File: config.mk
export PLATFORM = sky130hd
export DESIGN_NAME = frame_capture_ctrl
export DESIGN_NICKNAME = d
export VERILOG_FILES = /design/src/rtl/frame_capture_ctrl.sv
export SDC_FILE = /design/constraint.sdc
export NUM_CORES = 1
export LEC_CHECK = 0
export BUFFER_PORTS_ARGS = -buffer_cell sky130_fd_sc_hd__buf_2
export CAP_MARGIN = 20
export CORE_UTILIZATION = 38
export DETAILED_ROUTE_END_ITERATION = 7
export PLACE_DENSITY_LB_ADDON = 0.2
export SYNTH_ARGS = -nofsm -noshare
export SYNTH_HDL_FRONTEND = slang
export SYNTH_SLANG_ARGS = --single-unit
File: constraint.sdc
create_clock -name clk -period 2.5 [get_ports clk]
set_input_delay 0.125 -clock clk [delete_from_list [all_inputs] [get_ports clk]]
set_output_delay 0.125 -clock clk [all_outputs]
set_load 0.1 [all_outputs]
File: src/rtl/frame_capture_ctrl.sv
// Frame capture sequencer: gates an RGB565 sync/valid pixel stream into whole frames with framing flags.
// Optional build macro CAPTURE_STATS_EN adds saturating captured/dropped frame counters.
module frame_capture_ctrl #(
    parameter int WIDTH  = 640,
    parameter int HEIGHT = 480,
    parameter int DATA_W = 16
) (
    input  logic              clk,
    input  logic              reset,
    input  logic              cfg_start,
    input  logic              cfg_continuous,
    input  logic              cfg_stop,
    input  logic [3:0]        cfg_decim,
    output logic              busy,
    output logic              frame_done,
    output logic              err_short,
    output logic              err_long,
    input  logic              in_valid,
    output logic              in_ready,
    input  logic              in_sync,
    input  logic [DATA_W-1:0] in_data,
    output logic              out_valid,
    input  logic              out_ready,
    output logic [DATA_W-1:0] out_data,
    output logic              out_sof,
    output logic              out_eol,
    output logic              out_eof
`ifdef CAPTURE_STATS_EN
    ,
    output logic [15:0]       stat_captured,
    output logic [15:0]       stat_dropped
`endif
);

    localparam int XW = (WIDTH > 1) ? $clog2(WIDTH) : 1;
    localparam int YW = (HEIGHT > 1) ? $clog2(HEIGHT) : 1;
    localparam logic [XW-1:0] X_LAST = XW'(WIDTH - 1);
    localparam logic [YW-1:0] Y_LAST = YW'(HEIGHT - 1);

    typedef enum logic [1:0] {
        IDLE,
        WAIT_SOF,
        ACTIVE
    } state_t;

    state_t         state;
    logic [XW-1:0]  x;
    logic [YW-1:0]  y;
    logic [3:0]     skip_cnt;
    logic [3:0]     decim_q;
    logic           continuous_q;
    logic           stop_pend;
    logic           long_arm;

    logic           beat;
    logic           stopping;
    logic           frame_sync;
    logic           sync_take;
    logic           sync_skip;
    logic           frame_beat;
    logic           stray_beat;
    logic [XW-1:0]  px;
    logic [YW-1:0]  py;
    logic           at_eol;
    logic           at_eof;
    logic           eof_beat;

    assign in_ready = !out_valid || out_ready;
    assign busy     = (state != IDLE);

    // A sync seen in ACTIVE is handled exactly like one in WAIT_SOF, so both share
    // one decode; the sync-cycle beat is pixel (0,0) of the new frame.
    always_comb begin
        beat       = in_valid && in_ready;
        stopping   = cfg_stop || stop_pend;
        frame_sync = in_sync && ((state == ACTIVE) || ((state == WAIT_SOF) && !stopping));
        sync_take  = frame_sync && (skip_cnt == 4'd0);
        sync_skip  = frame_sync && (skip_cnt != 4'd0);
        frame_beat = beat && (sync_take || ((state == ACTIVE) && !in_sync));
        stray_beat = beat && long_arm && !in_sync && (state != ACTIVE);
        px         = in_sync ? '0 : x;
        py         = in_sync ? '0 : y;
        at_eol     = (px == X_LAST);
        at_eof     = at_eol && (py == Y_LAST);
        eof_beat   = frame_beat && at_eof;
    end

    always_ff @(posedge clk) begin
        if (reset) begin
            state        <= IDLE;
            x            <= '0;
            y            <= '0;
            skip_cnt     <= '0;
            decim_q      <= '0;
            continuous_q <= 1'b0;
            stop_pend    <= 1'b0;
            long_arm     <= 1'b0;
            frame_done   <= 1'b0;
            err_short    <= 1'b0;
            err_long     <= 1'b0;
            out_valid    <= 1'b0;
            out_data     <= '0;
            out_sof      <= 1'b0;
            out_eol      <= 1'b0;
            out_eof      <= 1'b0;
        end else begin
            frame_done <= 1'b0;
            if (out_valid && out_ready)
                out_valid <= 1'b0;
            if (in_sync)
                long_arm <= 1'b0;
            if (stray_beat)
                err_long <= 1'b1;

            if (frame_beat) begin
                out_valid <= 1'b1;
                out_data  <= in_data;
                out_sof   <= (px == '0) && (py == '0);
                out_eol   <= at_eol;
                out_eof   <= at_eof;
                if (at_eol) begin
                    x <= '0;
                    y <= at_eof ? '0 : py + YW'(1);
                end else begin
                    x <= px + XW'(1);
                    y <= py;
                end
            end else if (sync_take) begin
                x <= '0;
                y <= '0;
            end

            if (sync_take)
                skip_cnt <= decim_q;
            else if (sync_skip)
                skip_cnt <= skip_cnt - 4'd1;

            case (state)
                IDLE: begin
                    if (cfg_start) begin
                        state        <= WAIT_SOF;
                        err_short    <= 1'b0;
                        err_long     <= 1'b0;
                        skip_cnt     <= '0;
                        decim_q      <= cfg_decim;
                        continuous_q <= cfg_continuous;
                        stop_pend    <= 1'b0;
                    end
                end
                WAIT_SOF: begin
                    if (stopping) begin
                        state     <= IDLE;
                        stop_pend <= 1'b0;
                    end else if (sync_take) begin
                        state <= ACTIVE;
                    end
                end
                ACTIVE: begin
                    if (cfg_stop)
                        stop_pend <= 1'b1;
                    if (in_sync) begin
                        err_short  <= 1'b1;
                        frame_done <= 1'b1;
                        if (sync_skip)
                            state <= WAIT_SOF;
                    end else if (eof_beat) begin
                        frame_done <= 1'b1;
                        long_arm   <= 1'b1;
                        if (continuous_q && !stopping) begin
                            state <= WAIT_SOF;
                        end else begin
                            state     <= IDLE;
                            stop_pend <= 1'b0;
                        end
                    end
                end
                default: state <= IDLE;
            endcase
        end
    end

`ifdef CAPTURE_STATS_EN
    logic [1:0]  drop_inc;
    logic [16:0] dropped_sum;

    // An aborted frame that is itself decimated counts twice: the short frame and the skipped sync.
    always_comb begin
        drop_inc    = {1'b0, (state == ACTIVE) && in_sync} + {1'b0, sync_skip};
        dropped_sum = {1'b0, stat_dropped} + 17'(drop_inc);
    end

    always_ff @(posedge clk) begin
        if (reset || ((state == IDLE) && cfg_start)) begin
            stat_captured <= '0;
            stat_dropped  <= '0;
        end else begin
            if (eof_beat && (stat_captured != 16'hFFFF))
                stat_captured <= stat_captured + 16'd1;
            stat_dropped <= dropped_sum[16] ? 16'hFFFF : dropped_sum[15:0];
        end
    end
`endif

endmodule

After elaboration in Yosys (flattened, before gate mapping). Index checks and enable logic that the tools add are counted.

$add $sub $neg: 3. Eq/ne operators: 11. Multiplexer cells: 41. Bitwise gates (word level): 1. Reductions and logical operators: 37.

Operator list (count): $mux 9 (5); $mux 10 (4); $mux 1 (19); $mux 4 (4); $logic_and 1x1->1 (15); $mux 2 (6); $add 10x1->10 const B (1); $eq 10x10->1 const B (1); $logic_not 10->1 (1); $add 9x1->9 const B (1); $eq 9x9->1 const B (1); $logic_not 9->1 (1); $ne 3x3->1 const B (3); $ne 2x2->1 const B (4); $reduce_bool 2->1 (4); $pmux 2 s3 (1); $reduce_and 3->1 (2); $logic_not 4->1 (1); $logic_or 1x1->1 (4); $reduce_and 4->1 (1); $reduce_bool 4->1 (1); $sub 4x1->4 const B (1); $logic_not 1->1 (3); $pmux 1 s3 (1); 8 further kinds (8).

Flip-flop bits (word level): 55. Input port bits: 28. Output and inout bits: 25. Word-level logic and storage cells: 109.

Depth between registers and ports, before layout. Gate-level depths: netlist (run 1).

Depth after elaboration: 12. Mapped depth: 11. Gate-level depth less buffers: 9.

Worst setup path before layout (run 1). No wires, ideal clock.

Kind: reg-to-reg. Start point: register out_valid. End point: register x[9]. Library setup time: 0.069 ns. Arrival: 2.779 ns. Data required time: 2.431 ns. Setup slack: -0.348 ns. Cell stages (with the launch flop): 7. Buffers on the path: 0. Clock period less this slack: 2.848 ns. Cell sequence: dfxtp_1 > nor2b_1 > inv_1 > nand2_1 > or3_4 > or4_1 > o21ai_1.

Longest elaborated chain between the ends: 5. Elaborated cells on any way between the ends: 6. Those cells by class: mux: 1; reduce/logical: 5.

Ends and longest elaborated chain: start: declaration (RTL line 22) `output logic out_valid,`; start signal: assignment (RTL line 101) `out_valid <= 1'b0;`; start signal: assignment (RTL line 109) `out_valid <= 1'b0;`; start signal: assignment (RTL line 116) `out_valid <= 1'b1;`; $logic_not 1->1 * (RTL line 68) `assign in_ready = !out_valid || out_ready;`; $logic_or 1x1->1 * (RTL line 68); named net in_ready (RTL line 19) `output logic in_ready,`; $logic_and 1x1->1 * (RTL line 74) `beat = in_valid && in_ready;`; $logic_and 1x1->1 * (RTL line 79) `frame_beat = beat && (sync_take || ((state == ACTIVE) && !in_sync));`; $mux 10 or $reduce_bool 2->1 (tied branches); end signal: assignment (RTL line 125) `x <= px + XW'(1);`; end: declaration (RTL line 47) `logic [XW-1:0] x;`.

The timed path passes the listed nets; every way through them passes the cells marked *. A chain may end at the register's enable or synchronous reset.

Worst setup path after layout (run 1).
Start point: register state[1]. End point: register x[9].

Longest elaborated chain between the ends: 8. Elaborated cells on any way between the ends: 11. Those cells by class: eq/ne: 2; mux: 1; reduce/logical: 8.

Ends and longest elaborated chain: start: declaration (RTL line 46) `state_t state;`; start signal: assignment (RTL line 90) `state <= IDLE;`; start signal: assignment (RTL line 141) `state <= WAIT_SOF;`; start signal: assignment (RTL line 152) `state <= IDLE;`; $eq 2x1->1 (RTL line 76) `frame_sync = in_sync && ((state == ACTIVE) || ((state == WAIT_SOF) && !stopping));`; $logic_and 1x1->1 (RTL line 76); $logic_or 1x1->1 (RTL line 76); $logic_and 1x1->1 (RTL line 76); $logic_and 1x1->1 (RTL line 77) `sync_take = frame_sync && (skip_cnt == 4'd0);`; $logic_or 1x1->1 (RTL line 79); $logic_and 1x1->1 (RTL line 79); $mux 10 or $reduce_bool 2->1 (tied branches).

Parallel ways exist; a longest one is shown, timed or not.

==> metrics.md, run 1 <==
| Metric | Value |
|---|---|
| Die width | 86.2 um |
| Distinct cells, synth | between 50 and 60 |
| # setup viols final | 0 |
| Reg area | 1100 um^2 |
| Synth top area cells | dfxtp_1 (41%), nand2_1 (8.5%), a21oi_1 (6.5%) |
| Root buffer cell | clkbuf_8 |
| EDFF count, synth | 0 |
| First-pass detailed-route iteration total | 4 |
| Area leader, netlist | dfxtp_1 |
| Core area | 6830 um^2 |
| Placement Rows | 30 |
| PwrDens | 571 nW/um^2 |
| Tot GR Track Use | 0.188 |
| R2R setup slack | 0.29 ns |
| Worst R2R Path Depth | 5 |
| Hold-fix buffers at CTS | 0 |
| Status | finished clean |
| Initial core utilization | 0.395 |
| Die Ht | between 80 and 90 um |
| DR iter-0 viols | 161 |
| CTS tree | yes |
| Slew Limit Fails | 0 |
| Sum Neg Setup Slack | 0 ns |
| Yosys reg bits | 55 |
| Worst path required time | roughly 2.8 ns |
| Post-detail-place hpwl | a little under 5 mm |
| Clk sink count | 55 |
| Critical path class | reg2reg |
| Vias in the first global route | approximately 2400 |
| Nets | between 400 and 500 |
| Final instance area | roughly 3200 um^2 |
| H-tree Lvls | 2 |
| Largest net degree at the start of global routing | 44 |
| Crit path launch | state[1] |
| Worst min-delay path category | in2reg |
| Hold Path Depth | 3 |
| Worst-path clk slew | 0.10 ns |
| Peak supply drop | 321 uV |
| Syn avg cell area | 7.86 um^2 |
| Overflow after GRT | 0 |
| Post-Syn Area | roughly 2700 um^2 |
| Min Tclk post-route | 2.21 ns |
| Inserted Clock Buffers | 5 |
| RSZ-0062 raised after global routing | false |
| Bufs on Longest Clock Path | 2 |
| Number of remaining DRC errors | 0 |
| Clk_lat worst skew | 0.31 ns |
| CP startpoint kind | register |
| Per-cell routed wire length | 13.8 um |
| CP Max Fanout | 10 |
| Number of I/O pins | 53 |
| PortBufs | 52 |
| Period utilization | 0.883 |
| Vias/cell | between 5 and 6 |
| Antenna-violating nets left | 0 |
| Reg-to-Reg Start | state[1] |
| Synth warn | 0 |
| Worst R2R End | x[9] |
| DP Area | 3130 um^2 |
| Syn_nets | 376 |
| Slew margin rel. | 0.608 |
| Tightest Pin Transition | 0.586 ns |
| Design Power | about 1.8 mW |
| RePlAce Congestion | 0.825 |
| Vias | 2607 |
| Post-CTS Setup Inserts | 0 |
| Seq/Total Area, Yosys | 0.409 |
| Final clock skew | 0.00548 ns |
| Share of the synthesized area in the top cell type | 0.409 |
| Layout cell share with drive strength beyond 1 | 0.227 |
| Max cap viols | 0 |
| Worst Path Arrival | 2.46 ns |
| Fmax | 0.453 GHz |
| LEAKAGE | 1.28 nW |
| Synth Instances | roughly 340 |
| Hold wc startpoint | in_data[8] |
| Area of the multi-input gates | about 1500 um^2 |
| First-pass GRT wire length | 11.3 mm |
| Synth Flop Type | dfxtp_1 |
| Crit. End Element | register |
| Hold path endpoint | out_data[8] |
| DRT Wirelength | 6.87 mm |
| Area growth from synthesis to layout | 19.6% |
| Initial antenna violation count | 0 |
| Die area | 7430 um^2 |
| Ant. Diodes | 0 |
| Asr flop ratio synth | 0 |
| CTS resizes | 0 |
| Fillers | 723 |
| Final Hold Fails | 0 |
==> cell usage in the layout (no fill, tap or decap), types with 2 or more instances in the layout <==
cell / n
or4_1: 2
a21o_1: 2
nor4_1: 4
or3_1: 3
buf_2: 52
o21ai_0: 12
a32oi_1: 3
clkbuf_8: 6
or2_2: 7
a31oi_1: 5
nor3_1: 5
xnor2_1: 2
and4b_1: 2
and4_1: 2
a21oi_1: 35
nand2_1: 61
o31ai_1: 2
nand4_1: 12
a211oi_1: 3
ha_1: 5
mux2i_1: 5
buf_4: 16
nor2b_1: 7
inv_1: 12
o211ai_1: 3
dfxtp_1: 54
and3_1: 5
nand3_1: 10
clkinvlp_4: 2
a22o_1: 3
nor2_1: 33
==> cells in the mapped netlist, types with 2 or more instances <==
cell type / n
buf_1: 2
a32oi_1: 3
nand4_1: 12
inv_1: 13
a21oi_1: 35
and4_1: 2
or4_1: 2
buf_2: 2
o21ai_0: 12
nand3_1: 10
nor2b_1: 7
and4b_1: 2
or2_2: 7
nor3_1: 5
nand2_1: 61
or3_1: 3
a31oi_1: 5
xnor2_1: 2
o211ai_1: 3
and3_1: 5
a22o_1: 3
a211oi_1: 3
a21o_1: 2
ha_1: 5
o31ai_1: 2
dfxtp_1: 55
mux2i_1: 5
nor2_1: 33
clkbuf_1: 13
nor4_1: 4
==> cell families (layout without fill, tap and decap cells) <==
kind of cell             Yosys count  after routing  synth area share
multiplexers                       6              6            0.0227
AO/OA/AOI/OAI                     80             80             0.182
buffers and inverters             31             89            0.0469
XOR/XNOR                           2              2           0.00650
adder cells (fa/ha/maj)            5              5            0.0232
flip-flops                        55             55             0.409
AND/OR/NAND/NOR                  164            164             0.310
==> where the power goes <==
group | internal [mW] | total (mW) | switching, mW | leakage, nW
Sequential | 0.905 | 0.924 | 0.0191 | 0.446
Combinational | 0.107 | 0.385 | 0.279 | 0.784
Clock | 0.227 | 0.533 | 0.306 | 0.0474
Total | 1.24 | 1.84 | 0.604 | 1.28
==> worst max-delay path: stages, from the launching register on <==
cell and delay, ns:
dfxtp_1 0.40, or4b_4 0.56, o21a_1 0.23, or3_4 0.41
or4_1 0.47, o21ai_1 0.08
==> worst max-delay path by stage <==
stage,to,cells past startpoint
floorplan,out_data[7],7
global placement,x[9],5
detailed placement,y[3],8
CTS,y[3],8
global route,y[3],8
finish,x[9],5
==> per-layer routing <==
layer | track usage | up-vias | wire length (um)
met5 | 0 | - | 0
met1 | 0.244 | 1227 | 3310
met3 | 0.0248 | 6 | 213
li1 | - | 1327 | -
met2 | 0.331 | 47 | 3290
met4 | 0.0485 | 0 | 60
==> stage by stage <==
stage                     std cells  setup WS (ns)   util  hold slack [ns]
after floorplan                 343         0.0999      -            0.261
after global placement          489          0.360  0.458            0.361
after detailed placement        489          0.314  0.458            0.371
after CTS                       497          0.290  0.472           0.0322
after global routing            497         0.0697  0.472           0.0368
final                           497          0.291  0.472           0.0399
==> cell type report <==
| class | instances | area share |
|---|---|---|
| flip-flops and latches | 55 | 0.343 |
| well taps | 96 | 0.0373 |
| inverters | 13 | 0.0163 |
| repair buffers | 68 | 0.118 |
| multi-input cells | 257 | 0.455 |
| clock buffers | 6 | 0.0256 |
| clock inverters | 2 | 0.00504 |
==> sequential cells by signal, summed over array words and instances (netlist names) <==
register / cells
long_arm: 1
out_eol: 1
err_short: 1
frame_done: 1
out_data: 16
y: 9
state: 2
continuous_q: 1
out_sof: 1
skip_cnt: 4
out_valid: 1
stop_pend: 1
err_long: 1
x: 10
out_eof: 1
decim_q: 4
No activity file was read; power rests on OpenSTA's default activity.
==> inputs of run 2 (changes only) <==
clock period = 2.32 ns   (was 2.5 ns; I/O delays follow)
==> run 2 against run 1 <==
Via count is 3.1% higher. Sequential share of layout area shrank 0.46 points. Clock power up 16%. Sequential cell count unchanged. Worst setup slack got worse by 0.12 ns. Maximum frequency up 2.8%. Non-clock buffer count up 4. Critical path depth rose by 2. Sequential power up 7.3%. Combinational power increased by 9.9%. Core utilization is 0.64 points higher. Largest cell class unchanged.
==> metrics.md, run 2 (synthesis gave the netlist of run 1 again) <==
| Metric | Value |
|---|---|
| Clk sink count | 55 |
| Final Hold Fails | 0 |
| R2R setup slack | 0.17 ns |
| Area growth from synthesis to layout | 21.3% |
| Max cap viols | 0 |
| Antenna-violating nets left | 0 |
| Post-CTS Setup Inserts | 0 |
| Die area | roughly 7400 um^2 |
| Number of I/O pins | 53 |
| Slew Limit Fails | 0 |
| Critical path class | reg2reg |
| LEAKAGE | 1.30 nW |
| Sum Neg Setup Slack | 0 ns |
| Vias | 2688 |
| Layout cell share with drive strength beyond 1 | 0.235 |
| Seq pwr share | 0.487 |
| Placement Rows | 30 |
| Clk_lat worst skew | 0.30 ns |
| Pint | roughly 1.4 mW |
| PortBufs | 52 |
| Fillers | 698 |
| Tightest Pin Transition | between 0.5 and 0.6 ns |
| Post-Layout Cell Count | 500 |
| Per-cell routed wire length | 13.4 um |
| Final clock skew | 0.00547 ns |
| Most frequent cells in the layout | nand2_1 (60), dfxtp_1 (54), buf_2 (52), a21oi_1 (35), nor2_1 (33) |
| First-pass GRT wire length | 10.7 mm |
| Bufs on Longest Clock Path | 2 |
| Status | finished clean |
| WHS | 0.0386 ns |
| Period utilization | 0.926 |
| Core area | approximately 6800 um^2 |
| CTS tree | yes |
| Crit. End Element | register |
| Largest net degree at the start of global routing | 44 |
| Largest regs | out_data: 16 flops, x: 10 flops, y: 9 flops |
| Initial antenna violation count | 0 |
| Placed instance count | 493 |
| Hold-fix buffers at CTS | 0 |
| Worst-path clk slew | 0.10 ns |
| Fmax | 0.466 GHz |
| PwrDens | 622 nW/um^2 |
| Peak supply drop | around 290 uV |
| RSZ-0062 raised after global routing | false |
| Worst Path Arrival | 2.40 ns |
| Post-detail-place hpwl | between 4 and 5 mm |
| Vias in the first global route | 2188 |
| Die width | approximately 86 um |
| CP startpoint kind | register |
| Overflow after GRT | 0 |
| H-tree Lvls | 2 |
| Nets | 437 |
| DR iter-0 viols | ~130 |
| Root buffer cell | clkbuf_8 |
| Slew margin rel. | 0.607 |
| Tot GR Track Use | 0.178 |
| DRT Wirelength | ~6.7 mm |
| RePlAce Congestion | 0.879 |
| Number of remaining DRC errors | 0 |
| Clock share of power | 0.305 |
| Switching share of total power | 0.306 |
| Worst min-delay path category | in2reg |
| Ant. Diodes | 0 |
| Min Tclk post-route | 2.15 ns |
| Worst path required time | 2.57 ns |
| Metal2 WL | 3.17 mm |
| Top sig layer | met4 |
| CTS resizes | 0 |
| WL met3 | 281 um |
| First-pass detailed-route iteration total | 4 |
| Combinational group share of total power | 0.208 |
| DRT met1 WL | 3.15 mm |
| Reg with most FFs | out_data |
| Die Ht | 86.2 um |
| Most common cell after layout, fill and taps aside | nand2_1 |
| Vias/cell | 5.38 |
| # setup viols final | 0 |
| Psw | ~620 uW |
| Inserted Clock Buffers | 5 |
| Max reg flops | 16 |
| CP Max Fanout | 9 |
| Initial core utilization | 0.395 |
## run 2: cell types whose count changed in the layout (fill, tap and decap cells not counted), sizes merged
| cell | before | now |
|---|---|---|
| clkinv | 1 | 0 |
| bufinv | 0 | 1 |
| clkinvlp | 2 | 1 |
| buf | 68 | 72 |
## run 2: path summary, 6_finish.rpt
check | startpoint | endpoint | cells after the start
worst max-delay path | state[1] | x[5] | 7
worst min-delay path | cfg_decim[1] | decim_q[1] | 3
worst min register to register | out_sof | out_sof | 2
worst max register to register | state[1] | x[5] | 7
## run 2: through the flow
step	power, mW	instance area [um^2]	worst slack (ns)	util
after floorplan	1.33	2710	0.0764	-
after detailed placement	1.44	3170	0.235	0.463
after global routing	2.12	3270	0.110	0.478
after global placement	1.43	3170	0.261	0.463
after CTS	2.05	3270	0.201	0.478
final	2.03	3270	0.172	0.478
## run 2: critical path, stage by stage, from the launching register on
cell     delay, ns
dfxtp_1       0.34
buf_4         0.15
or3b_1        0.37
or4_1         0.55
a21oi_1       0.27
buf_4         0.19
a21o_1        0.11
a22o_1        0.10
## run 2: power groups by stage
stage | Clock [mW] | Combinational (mW) | Sequential (mW)
final | 0.620 | 0.423 | 0.991
after global routing | 0.674 | 0.451 | 0.996
after CTS | 0.638 | 0.424 | 0.991
after detailed placement | 0 | 0.424 | 1.01
after global placement | 0 | 0.421 | 1.01
after floorplan | 0 | 0.201 | 1.13
## run 2: final cells by class
class	instances	area, um^2	area share
clock buffer	6	72.6	0.0222
clock inverter	1	30.0	0.00919
inverter	13	52.6	0.0161
multi-input combinational	257	1480	0.452
sequential	55	1100	0.338
tap	96	120	0.0368
timing repair buffer	72	410	0.126
## run 2: per-layer routing
metal / up-vias / global-route usage
li1: 1337 / -
met1: 1261 / 0.240
met2: 77 / 0.294
met3: 13 / 0.0295
met4: 0 / 0.0530
met5: - / 0
